## config.mk

```make
export PLATFORM = sky130hd
export DESIGN_NAME = bit_serial_adder_ctrl_flat
export DESIGN_NICKNAME = d
export VERILOG_FILES = /design/src/rtl/bit_serial_adder_ctrl_pkg.sv /design/src/rtl/bit_serial_adder_ctrl_if.sv /design/src/rtl/bit_serial_adder_ctrl_fa_cell.sv /design/src/rtl/bit_serial_adder_ctrl.sv /design/src/flat_wrapper.sv
export SDC_FILE = /design/constraint.sdc
export NUM_CORES = 1
export LEC_CHECK = 0
export CAP_MARGIN = 20
export CORE_MARGIN = 2
export CORE_UTILIZATION = 35
export CTS_BUF_LIST = sky130_fd_sc_hd__clkbuf_4 sky130_fd_sc_hd__clkbuf_8 sky130_fd_sc_hd__clkbuf_16
export DETAILED_ROUTE_END_ITERATION = 12
export MAX_ROUTING_LAYER = met4
export PLACE_DENSITY = 0.63
export SYNTH_ARGS = -nofsm -noshare
export SYNTH_HDL_FRONTEND = slang
export SYNTH_HIERARCHICAL = 1
export SYNTH_SLANG_ARGS = --single-unit
```

## constraint.sdc

```tcl
create_clock -name clk -period 2.3 [get_ports clk]
set_input_delay 0.23 -clock clk [delete_from_list [all_inputs] [get_ports clk]]
set_output_delay 0.23 -clock clk [all_outputs]
set_load 0.01 [all_outputs]
```

## src/rtl/bit_serial_adder_ctrl_pkg.sv

```systemverilog
// Shared types for the bit-serial adder controller: FSM encoding and counter sizing.
package bsa_pkg;

  typedef enum logic [1:0] {
    IDLE = 2'd0,
    RUN  = 2'd1,
    DONE = 2'd2
  } state_t;

  // Counter must hold 0..WIDTH (it steps once past the last bit on the exit edge).
  function automatic int cnt_w(input int width);
    return $clog2(width + 1);
  endfunction

endpackage

```

## src/rtl/bit_serial_adder_ctrl_if.sv

```systemverilog
// Start/busy/done handshake plus operand and result buses of the bit-serial adder.
interface bit_serial_adder_ctrl_if #(
  parameter int WIDTH = 8
);
  logic             start_in;
  logic [WIDTH-1:0] a_in;
  logic [WIDTH-1:0] b_in;
  logic             cin_in;
  logic             busy;
  logic             done;
  logic [WIDTH-1:0] sum;
  logic             cout;

  modport master (
    output start_in, a_in, b_in, cin_in,
    input  busy, done, sum, cout
  );

  modport slave (
    input  start_in, a_in, b_in, cin_in,
    output busy, done, sum, cout
  );
endinterface

```

## src/rtl/bit_serial_adder_ctrl_fa_cell.sv

```systemverilog
// One-bit full adder built from two half-adder stages and an OR.
module fa_cell (
  input  logic a,
  input  logic b,
  input  logic ci,
  output logic s,
  output logic co
);
  logic s1, c1, c2;

  assign s1 = a ^ b;
  assign c1 = a & b;
  assign s  = s1 ^ ci;
  assign c2 = s1 & ci;
  assign co = c1 | c2;
endmodule

```

## src/rtl/bit_serial_adder_ctrl.sv

```systemverilog
// Bit-serial WIDTH-bit adder: one full-adder cell, LSB first, one bit per clock.
// WIDTH must match the WIDTH of the connected interface instance.
module bit_serial_adder_ctrl
  import bsa_pkg::*;
#(
  parameter int WIDTH = 8
) (
  input  logic                  clk,
  input  logic                  rst_n,
  bit_serial_adder_ctrl_if.slave bus
);
  localparam int               CNT_W = cnt_w(WIDTH);
  localparam logic [CNT_W-1:0] LAST  = CNT_W'(WIDTH - 1);

  state_t           state, state_nxt;
  logic [WIDTH-1:0] a_sr, b_sr, r_sr, sum_q;
  logic [CNT_W-1:0] cnt;
  logic             carry, cout_q;
  logic             s_bit, c_bit, last_bit;

  fa_cell u_fa (
    .a  (a_sr[0]),
    .b  (b_sr[0]),
    .ci (carry),
    .s  (s_bit),
    .co (c_bit)
  );

  assign last_bit = (cnt == LAST);

  // State register.
  always_ff @(posedge clk or negedge rst_n) begin
    if (!rst_n) state <= IDLE;
    else        state <= state_nxt;
  end

  // Next state: accept only in IDLE, leave RUN after the MSB, DONE lasts one cycle.
  always_comb begin
    state_nxt = state;
    case (state)
      IDLE:    if (bus.start_in) state_nxt = RUN;
      RUN:     if (last_bit)     state_nxt = DONE;
      DONE:    state_nxt = IDLE;
      default: state_nxt = IDLE;
    endcase
  end

  // Datapath: operand load on accept, shift per bit, capture result on the last bit.
  always_ff @(posedge clk or negedge rst_n) begin
    if (!rst_n) begin
      a_sr   <= '0;
      b_sr   <= '0;
      r_sr   <= '0;
      carry  <= 1'b0;
      cnt    <= '0;
      sum_q  <= '0;
      cout_q <= 1'b0;
    end else begin
      case (state)
        IDLE: begin
          if (bus.start_in) begin
            a_sr  <= bus.a_in;
            b_sr  <= bus.b_in;
            carry <= bus.cin_in;
            cnt   <= '0;
            r_sr  <= '0;
          end
        end
        RUN: begin
          a_sr  <= a_sr >> 1;
          b_sr  <= b_sr >> 1;
          r_sr  <= {s_bit, r_sr[WIDTH-1:1]};
          carry <= c_bit;
          cnt   <= cnt + 1'b1;
          if (last_bit) begin
            sum_q  <= {s_bit, r_sr[WIDTH-1:1]};
            cout_q <= c_bit;
          end
        end
        default: ;
      endcase
    end
  end

  assign bus.busy = (state == RUN);
  assign bus.done = (state == DONE);
  assign bus.sum  = sum_q;
  assign bus.cout = cout_q;
endmodule

```

## src/flat_wrapper.sv

```systemverilog
// flat-port wrapper written by rule: the top's interface ports become plain ports
module bit_serial_adder_ctrl_flat import bsa_pkg::*;
#(
  parameter int WIDTH = 8
)
  (clk, rst_n, bus_start_in, bus_a_in, bus_b_in, bus_cin_in, bus_busy, bus_done, bus_sum, bus_cout);
  bit_serial_adder_ctrl_if #(.WIDTH(WIDTH)) bus_i ();
  input  logic clk;
  input  logic rst_n;
  input wire logic [$bits(bus_i.start_in)-1:0] bus_start_in;
  input wire logic [$bits(bus_i.a_in)-1:0] bus_a_in;
  input wire logic [$bits(bus_i.b_in)-1:0] bus_b_in;
  input wire logic [$bits(bus_i.cin_in)-1:0] bus_cin_in;
  output wire logic [$bits(bus_i.busy)-1:0] bus_busy;
  output wire logic [$bits(bus_i.done)-1:0] bus_done;
  output wire logic [$bits(bus_i.sum)-1:0] bus_sum;
  output wire logic [$bits(bus_i.cout)-1:0] bus_cout;
  assign bus_i.start_in = bus_start_in;
  assign bus_i.a_in = bus_a_in;
  assign bus_i.b_in = bus_b_in;
  assign bus_i.cin_in = bus_cin_in;
  assign bus_busy = bus_i.busy;
  assign bus_done = bus_i.done;
  assign bus_sum = bus_i.sum;
  assign bus_cout = bus_i.cout;
  bit_serial_adder_ctrl #(.WIDTH(WIDTH)) u_core (.clk(clk), .rst_n(rst_n), .bus(bus_i));
endmodule
```

==> run metrics <==
FF-to-FF Start u_core/state[1]$_DFFE_PN0P_; VDD IR-drop max 369 uV; kind of critical path register to primary output; max-cap violation count 0; r2r setup slk 0.59 ns; I/O pins 31; Critical Path Slowest Stage Cell clkdlybuf4s50_1; H-tree levels 2; drt initial violations 104; Final Setup Violations 0; Post-Syn Area between 0.0015 and 0.002 mm2; fillers 428; row count 25; Period Utilization, post-route 0.845; DR pass1 iterations 4; Starting Density 0.358; Pwr Total 2410 uW; FF-to-FF End u_core/bus.sum[4]$_DFFE_PN0P_; Antenna Nets Post-Route 0; area growth from synthesis to layout 25.7%; P_int between 1500 and 2000 uW; sequential cell area about 980 um2; critical path's top delay family buffers and inverters; fin cells 219; Resize count post-CTS 0; Post-Syn Instances 134; CTS tree built; Worst Path Max Fanout 12; crit-path cells and2b_1 > clkdlybuf4s50_1; syn_nets 156; Core ar. 0.00463 mm2; Die X roughly 73 um; top cell type's share of synthesized area 0.589; WL/cell 14.5 um; yosys warns 6; sequential-to-total area share from yosys stat 0.589; Synth cell types 24; Leak 0.000904 uW; grt total ovfl 0; Comb pwr share 0.361; global-route usage over all layers 0.141; Worst-Skew Late Latency 0.29 ns; die height between 70 and 80 um; crit path DAT 1.71 ns; Net count, final between 150 and 200; global-route wire length before repair 5560 um; Final Hold Vio Count 0; CP peak stage delay 0.62 ns; crit start category register; critical path required time 2.07 ns; largest net degree at the start of global routing 40; Peak Freq about 500 MHz; WL final 3190 um; dpl hpwl 2150 um; fin area 0.00208 mm2; Final Critical Period 1.94 ns; Mapped Avg Cell Area between 10 and 15 um2; hold_buf cts 0; CP bufs+invs 1; IO buf count 30; Setup Skew 0.00280 ns; Slew headroom 0.428; Slew Limit Fails 0; worst hold path class input pin to async pin; antenna cells 0; CTS clk-pin slew, worst paths 0.07 ns; die area 0.00530 mm2; Slew @ Worst Pin 0.858 ns; setup tns final 0 ns; switching part of the total 0.315; DP Area 0.00201 mm2; status completed; worst-case clock buffer depth 2; CTS Root Cell clkbuf_8; setup bufs post-CTS 0; clk sink count 39; Clock power frac 0.179; Reg2Reg Depth 4; PwrDens 1160 mW/mm2; antenna violations before repair 0; RSZ-0062 raised after global routing false; Yosys reg bits 39; share of layout cells above drive strength 1 0.158; Post-route DRC 0; number of global-route vias before repair 1182; Synth area leader dfrtp_1; Final GP Congestion between 0.7 and 0.8; sw power 759 uW; Reg power frac 0.460; CTS buffer count 5; Placed Instances 213; CP endpoint kind primary output; post-DR vias/cell 5.27; DR vias 1154; leading post-synthesis cells by cell area dfrtp_1, mux2_4, a22oi_1, a22o_1, nand2_1; Multi-input gate area 621 um2
Yosys cell counts:
| master | n |
|---|---|
| a211oi_1 | 1 |
| a21oi_1 | 2 |
| a22o_1 | 11 |
| a22oi_1 | 15 |
| and2b_1 | 1 |
| buf_2 | 7 |
| buf_4 | 1 |
| buf_6 | 1 |
| clkbuf_1 | 2 |
| dfrtp_1 | 39 |
| fa_1 | 1 |
| ha_1 | 1 |
| inv_1 | 1 |
| mux2_2 | 2 |
| mux2_4 | 9 |
| nand2_1 | 16 |
| nand3_1 | 1 |
| nand4_1 | 1 |
| nor2_1 | 2 |
| nor2b_1 | 3 |
| nor3b_2 | 1 |
| o21ai_0 | 6 |
| o21ai_1 | 9 |
| o21bai_1 | 1 |
worst max path at each step:
| stage | from | to | slack, ns | cells after the start |
|---|---|---|---|---|
| 3_3_place_gp | bus_start_in | u_core/b_sr[0]$_DFFE_PN0P_ | 0.66 | 6 |
| 3_5_place_dp | u_core/state[1]$_DFFE_PN0P_ | u_core/bus.sum[1]$_DFFE_PN0P_ | 0.61 | 4 |
| 2_1_floorplan | u_core/cnt[0]$_DFFE_PN0P_ | u_core/bus.cout$_DFFE_PN0P_ | 0.90 | 5 |
| 6_report | u_core/state[1]$_DFFE_PN0P_ | bus_busy | 0.36 | 2 |
| 5_1_grt | u_core/state[1]$_DFFE_PN0P_ | bus_busy | 0.26 | 2 |
| 4_1_cts | u_core/state[1]$_DFFE_PN0P_ | bus_busy | 0.36 | 2 |
sequential cells by signal, summed over array words and instances (netlist names):
register,count
u_core/bus.sum,8
u_core/b_sr,8
u_core/carry,1
u_core/bus.cout,1
u_core/r_sr,7
u_core/cnt,4
u_core/a_sr,8
u_core/state,2
per-layer routing:
layer,share of wire,up-vias,global-route usage
met2,0.46,38,0.207
met5,0,-,-
met1,0.47,565,0.181
met4,0.011,0,0.0370
met3,0.060,6,0.0566
li1,-,545,-
cells by family (layout without fill, tap and decap cells):
family                     count (synthesis)  after routing  synth area share
muxes                                     11             11            0.0951
and+or+nand+nor                           25             25            0.0709
buffers and inverters                     12             43            0.0392
DFF                                       39             39             0.589
adders and majority gates                  2              2            0.0196
AOI/OAI and AO/OA                         45             45             0.186
worst reg2reg max path, cell delays in order (launching register included):
cell and delay [ns]:
dfrtp_1 0.38, and2b_1 0.43, nor3b_2 0.23, buf_4 0.23, mux2_4 0.32
placed cells by master, fill, tap and decap left out, drive strengths merged:
cell,count
inv,1
nor2b,3
nor2,2
buf,7
clkdlybuf4s50,29
ha,1
nand4,1
a211oi,1
a21oi,2
and2b,1
a22o,11
mux2,11
o21ai,15
nand2,16
clkbuf,6
nand3,1
fa,1
nor3b,1
dfrtp,39
a22oi,15
o21bai,1
metrics by stage:
step	util	hold WS, ns	setup WS [ns]
after global placement	0.434	0.372	0.661
after detailed placement	0.434	0.385	0.610
after CTS	0.450	0.0759	0.357
final	0.450	0.0512	0.357
after global routing	0.450	0.127	0.263
after floorplan	-	-0.0656	0.898
final cells by class:
class	count	share of cell area
Multi-Input combinational cell	83	0.298
Timing Repair Buffer	36	0.163
Inverter	1	0.00180
Sequential cell	39	0.468
Tap cell	54	0.0324
Clock buffer	6	0.0366
power by group through the flow:
stage | Combinational [uW] | Sequential, uW | Clock, uW
after floorplan | 565 | 1110 | 0
after CTS | 881 | 1110 | 444
after global routing | 968 | 1140 | 472
after global placement | 846 | 1110 | 0
after detailed placement | 876 | 1120 | 0
final | 869 | 1110 | 431
No activity file was read; power rests on OpenSTA's default activity.
